### config.mk
export PLATFORM = sky130hd
export DESIGN_NAME = cv32e40s_lockstep_fault_handler
export DESIGN_NICKNAME = d
export VERILOG_FILES = /design/src/rtl/cv32e40s_lockstep_pkg.sv /design/src/rtl/cv32e40s_sat_counter.sv /design/src/rtl/cv32e40s_lockstep_fault_handler.sv
export SDC_FILE = /design/constraint.sdc
export NUM_CORES = 1
export LEC_CHECK = 0
export BUFFER_PORTS_ARGS = -buffer_cell sky130_fd_sc_hd__buf_4
export CORE_ASPECT_RATIO = 0.5
export CORE_UTILIZATION = 35
export CTS_CLUSTER_SIZE = 20
export DETAILED_ROUTE_END_ITERATION = 16
export HOLD_SLACK_MARGIN = 0.08
export PLACE_DENSITY = 0.59
export SYNTH_ARGS = -nofsm -noshare
export SYNTH_HDL_FRONTEND = slang
export SYNTH_SLANG_ARGS = --single-unit
### constraint.sdc
create_clock -name clk_i -period 6.05 [get_ports clk_i]
set_input_delay 0.3025 -clock clk_i [delete_from_list [all_inputs] [get_ports clk_i]]
set_output_delay 0.3025 -clock clk_i [all_outputs]
set_load 0.05 [all_outputs]
### src/rtl/cv32e40s_lockstep_pkg.sv
// Shared types and default sizing for the lockstep fault handler.
package cv32e40s_lockstep_pkg;

    localparam int unsigned CONFIRM_CYCLES_DEFAULT = 2;
    localparam int unsigned CNT_W_DEFAULT          = 8;
    localparam int unsigned RUN_CNT_W              = 4;

    typedef enum logic [1:0] {
        ST_IDLE    = 2'd0,
        ST_CONFIRM = 2'd1,
        ST_HALT    = 2'd2,
        ST_RECOVER = 2'd3
    } lockstep_state_e;

endpackage

### src/rtl/cv32e40s_sat_counter.sv
// Event counter that sticks at all-ones; clear has priority over increment.
module cv32e40s_sat_counter #(
    parameter int unsigned WIDTH = 8
) (
    input  logic             clk_i,
    input  logic             rst_ni,
    input  logic             inc_i,
    input  logic             clr_i,
    output logic [WIDTH-1:0] count_o
);

    logic [WIDTH-1:0] cnt_q, cnt_d;

    always_comb begin
        cnt_d = cnt_q;
        if (clr_i) begin
            cnt_d = '0;
        end else if (inc_i && (cnt_q != '1)) begin
            cnt_d = cnt_q + WIDTH'(1);
        end
    end

    always_ff @(posedge clk_i or negedge rst_ni) begin
        if (!rst_ni) begin
            cnt_q <= '0;
        end else begin
            cnt_q <= cnt_d;
        end
    end

    assign count_o = cnt_q;

endmodule

### src/rtl/cv32e40s_lockstep_fault_handler.sv
// Filters comparator mismatches into confirmed faults and sequences halt/resync
// of the master and checker cores.
module cv32e40s_lockstep_fault_handler
    import cv32e40s_lockstep_pkg::*;
#(
    parameter int unsigned CONFIRM_CYCLES = CONFIRM_CYCLES_DEFAULT,
    parameter int unsigned CNT_W          = CNT_W_DEFAULT
) (
    input  logic             clk_i,
    input  logic             rst_ni,
    input  logic             enable_i,
    input  logic             error_i,
    input  logic             halt_ack_i,
    input  logic             recover_done_i,
    input  logic             clear_i,
    output logic             alert_o,
    output logic             halt_req_o,
    output logic             recover_req_o,
    output logic             fault_sticky_o,
    output logic [CNT_W-1:0] transient_cnt_o,
    output logic [CNT_W-1:0] fault_cnt_o
);

    localparam logic [RUN_CNT_W-1:0] CONFIRM_LIM = RUN_CNT_W'(CONFIRM_CYCLES);

    lockstep_state_e      state_q, state_d;
    logic [RUN_CNT_W-1:0] run_cnt_q, run_cnt_d;
    logic                 alert_q, alert_d;
    logic                 halt_req_q, halt_req_d;
    logic                 recover_req_q, recover_req_d;
    logic                 sticky_q, sticky_d;
    logic                 transient_inc;
    logic                 fault_inc;

    always_comb begin
        state_d       = state_q;
        run_cnt_d     = run_cnt_q;
        transient_inc = 1'b0;

        case (state_q)
            ST_IDLE: begin
                if (enable_i && error_i) begin
                    if (CONFIRM_LIM == RUN_CNT_W'(1)) begin
                        state_d   = ST_HALT;
                        run_cnt_d = '0;
                    end else begin
                        state_d   = ST_CONFIRM;
                        run_cnt_d = RUN_CNT_W'(1);
                    end
                end
            end
            ST_CONFIRM: begin
                if (!enable_i) begin
                    state_d   = ST_IDLE;
                    run_cnt_d = '0;
                end else if (error_i) begin
                    if ((run_cnt_q + RUN_CNT_W'(1)) == CONFIRM_LIM) begin
                        state_d   = ST_HALT;
                        run_cnt_d = '0;
                    end else begin
                        run_cnt_d = run_cnt_q + RUN_CNT_W'(1);
                    end
                end else begin
                    state_d       = ST_IDLE;
                    run_cnt_d     = '0;
                    transient_inc = 1'b1;
                end
            end
            // Ack only counts once the request is visible to the cores.
            ST_HALT: begin
                if (halt_req_q && halt_ack_i) begin
                    state_d = ST_RECOVER;
                end
            end
            ST_RECOVER: begin
                if (recover_done_i) begin
                    state_d = ST_IDLE;
                end
            end
            default: begin
                state_d   = ST_IDLE;
                run_cnt_d = '0;
            end
        endcase

        fault_inc     = (state_d == ST_HALT) && (state_q != ST_HALT);
        alert_d       = fault_inc;
        halt_req_d    = (state_q == ST_HALT) && (state_d == ST_HALT);
        recover_req_d = (state_d == ST_RECOVER);
        sticky_d      = clear_i ? 1'b0 : (sticky_q | fault_inc);
    end

    always_ff @(posedge clk_i or negedge rst_ni) begin
        if (!rst_ni) begin
            state_q       <= ST_IDLE;
            run_cnt_q     <= '0;
            alert_q       <= 1'b0;
            halt_req_q    <= 1'b0;
            recover_req_q <= 1'b0;
            sticky_q      <= 1'b0;
        end else begin
            state_q       <= state_d;
            run_cnt_q     <= run_cnt_d;
            alert_q       <= alert_d;
            halt_req_q    <= halt_req_d;
            recover_req_q <= recover_req_d;
            sticky_q      <= sticky_d;
        end
    end

    cv32e40s_sat_counter #(.WIDTH(CNT_W)) u_transient_cnt (
        .clk_i   (clk_i),
        .rst_ni  (rst_ni),
        .inc_i   (transient_inc),
        .clr_i   (clear_i),
        .count_o (transient_cnt_o)
    );

    cv32e40s_sat_counter #(.WIDTH(CNT_W)) u_fault_cnt (
        .clk_i   (clk_i),
        .rst_ni  (rst_ni),
        .inc_i   (fault_inc),
        .clr_i   (clear_i),
        .count_o (fault_cnt_o)
    );

    assign alert_o        = alert_q;
    assign halt_req_o     = halt_req_q;
    assign recover_req_o  = recover_req_q;
    assign fault_sticky_o = sticky_q;

endmodule

==> flow_metrics.env <==
export IMPL_clk_latency_ns=0.27
export IMPL_ctsHoldBuffers=1
export IMPL_root_buffer="clkbuf_8"
export IMPL_ant_nets=0
export IMPL_synth_top_family_by_area="simple AND/OR/NAND/NOR gates"
export IMPL_crit_type="flop to flop"
export IMPL_area_growth_pct=21.5
export IMPL_grt_max_degree=27
export IMPL_p_per_area_nw_per_um2=247
export IMPL_grt_pass1_vias=907
export IMPL_cp_arrival_ns=2.28
export IMPL_synth_mux_area_share_pct=2.34
export IMPL_worst_pin_slew_ns=0.597
export IMPL_first_pass_iters=4
export IMPL_seq_area_frac_synth_pct=48.7
export IMPL_fin_crit_sh_pct=34.5
export IMPL_finClkSkew_ns=0.0101
export IMPL_syn_nets=145
export IMPL_netlist_instances=134
export IMPL_cp_top_family="simple AND/OR/NAND/NOR gates"
export IMPL_slowest_delay_ns=0.47
export IMPL_rows=15
export IMPL_fillCellCount=334
export IMPL_rsz0062_at_grt="no"
export IMPL_hold_viol_final=0
export IMPL_p_leak_nw=0.738
export IMPL_synth_xor_area_share_pct=6.56
export IMPL_fin_crit_ns=2.08
export IMPL_syn_area_um2=1340
export IMPL_power_w=0.000400
export IMPL_fmax_mhz=480
export IMPL_clock_path_buffers=2
export IMPL_synth_compound_gate_area_share_pct=12.2
export IMPL_critPathSlowestCell="or3_4"
export IMPL_layout_nets=173
export IMPL_routed_wl_mm=2.50
export IMPL_htree_levels=1
export IMPL_numCtsBuffers=3
export IMPL_grt_pass1_wl_mm=4.15
export IMPL_routed_via_density=4.85
export IMPL_synthAdderAreaFrac_pct=3.75
export IMPL_core_um2=3550
export IMPL_place_gp_congestion=0.743
export IMPL_fin_setup_tns_ns=0
export IMPL_wl_per_cell_um=11.9
export IMPL_final_cell_mix="26 x dfrtp_1, 26 x buf_4, 20 x nor2_1"
export IMPL_ys_ff_latch=26
export IMPL_cts_sinks=26
export IMPL_die_width_um=89.3
export IMPL_pin_count=27
export IMPL_critPathBufInv=0
export IMPL_drtIter0Drc=47
export IMPL_min_delay_path_class="primary input to flop"
export IMPL_vdd_ir_drop_max_mv=0.0841
export IMPL_die_y_um=45.7
export IMPL_crit_path_start_kind="flop"
export IMPL_yosysUniqueCellTypes=38
export IMPL_antennaDiodeCount=0
export IMPL_finalMaxSlewViolations=0
export IMPL_setup_viol=0
export IMPL_cp_required_ns=6.25
export IMPL_cts_resized=0
export IMPL_cp_max_fo=8
export IMPL_crit_path_end_kind="flop"
export IMPL_reg2reg_slack_ns=3.97
export IMPL_die_area_um2=4080
export IMPL_dp_hpwl_mm=1.82
export IMPL_drcViolationCount=0
export IMPL_clkTransAtPathRegs_ns=0.09
export IMPL_synth_avg_cell_area_um2=9.96
export IMPL_yosysWarnings=0
export IMPL_port_buffers=26
export IMPL_vias=1023
export IMPL_overflow=0
export IMPL_initial_core_util_pct=37.6
export IMPL_cts_tree="built"
export IMPL_maxCapViolCount=0
export IMPL_outcome="finished, final reports clean"
export IMPL_post_cts_buffers=0
export IMPL_grt_usage_pct=13.9
export IMPL_max_slew_margin_rel_pct=59.8
export IMPL_antenna_found_initial=0
export IMPL_worstPathCellList="ha_1, nor3_1, a41oi_2, or3_4, or3_1, a21oi_1"
export IMPL_synth_simple_area_share_pct=23.5
export IMPL_drive_above_1_share_pct=23.1
[cell type report]
cell class | count | area, um^2 | share of cell area [%]
clock buffers | 3 | 41.3 | 2.55
inverters | 4 | 15.0 | 0.926
multi-input cells | 100 | 646 | 39.8
flip-flops and latches | 26 | 651 | 40.1
well taps | 51 | 63.8 | 3.94
repair buffers | 27 | 205 | 12.7
[synthesized netlist by cell type, drive strengths merged]
cell type,instances,area (um^2)
dfrtp,26,651
nor2,20,75.1
o21ai,10,50.1
nand3,8,40.0
nand2,7,26.3
a21oi,6,30.0
xnor2,6,52.6
ha,4,50.1
inv,4,15.0
nand4,4,25.0
xor2,4,35.0
buf,3,20.0
nor3,3,15.0
or3,3,23.8
a21o,2,15.0
a31oi,2,12.5
and3,2,12.5
mux2i,2,20.0
nor3b,2,15.0
a21bo,1,10.0
a41oi,1,16.3
and4,1,8.76
and4b,1,11.3
and4bb,1,12.5
clkbuf,1,3.75
mux2,1,11.3
nand2b,1,6.26
nand3b,1,7.51
nor2b,1,6.26
nor4,1,6.26
nor4b,1,8.76
o211ai,1,21.3
o21bai,1,7.51
or2,1,6.26
or2b,1,7.51
[cells by family (layout without fill, tap and decap cells)]
| kind of cell | after synthesis | after routing |
|---|---|---|
| AND/OR/NAND/NOR | 59 | 59 |
| flip-flops | 26 | 26 |
| AO/OA/AOI/OAI | 24 | 24 |
| XOR/XNOR | 10 | 10 |
| buffers and inverters | 8 | 34 |
| adder cells (fa/ha/maj) | 4 | 4 |
| multiplexers | 3 | 3 |
[where the power goes]
group | internal [W] | total [W] | switching, W | leakage, nW
registers | 0.000189 | 0.000211 | 0.0000225 | 0.357
logic | 0.0000361 | 0.0000951 | 0.0000590 | 0.359
clock network | 0.0000445 | 0.0000938 | 0.0000493 | 0.0216
total | 0.000269 | 0.000400 | 0.000131 | 0.738
[registers in the layout, indices dropped and copies added (netlist names)]
signal                   count
recover_req_o                1
run_cnt_q                    4
alert_o                      1
halt_req_o                   1
fault_sticky_o               1
u_fault_cnt.count_o          8
u_transient_cnt.count_o      8
state_q                      2
[through the flow]
stage	std cells	setup WS [ns]	hold WS, ns	util (%)	cell area (um^2)
CTS	211	3.97	0.315	45.7	1620
detailed placement	207	3.98	0.236	44.3	1570
global route	211	3.84	0.335	45.7	1620
floorplan	134	4.05	0.00691	-	1340
global placement	207	4.04	0.233	44.3	1570
finish	211	3.97	0.318	45.7	1620
[worst register-to-register path: cells and delay by family (launching register included)]
family | cells | cell delay [ns]
compound gates | 2 | 0.26
fa+ha+maj | 1 | 0.27
simple gates | 3 | 1.02
flops | 1 | 0.46
[final timing paths]
check	startpoint	depth (start not counted)	end
min reg2reg	fault_sticky_o	2	fault_sticky_o
max	run_cnt_q[0]	6	u_fault_cnt.count_o[5]
max reg2reg	run_cnt_q[0]	6	u_fault_cnt.count_o[5]
max in group asynchronous	rst_ni	2	u_fault_cnt.count_o[1]
min in group asynchronous	rst_ni	2	alert_o
min	halt_ack_i	3	halt_req_o
[layer usage]
metal	GRT usage (%)	share of wire, %
met4	2.86	0
met1	19.8	52
met2	21.2	45
met3	3.80	2.9
met5	0	0
Power figures use the tool's default switching activity.
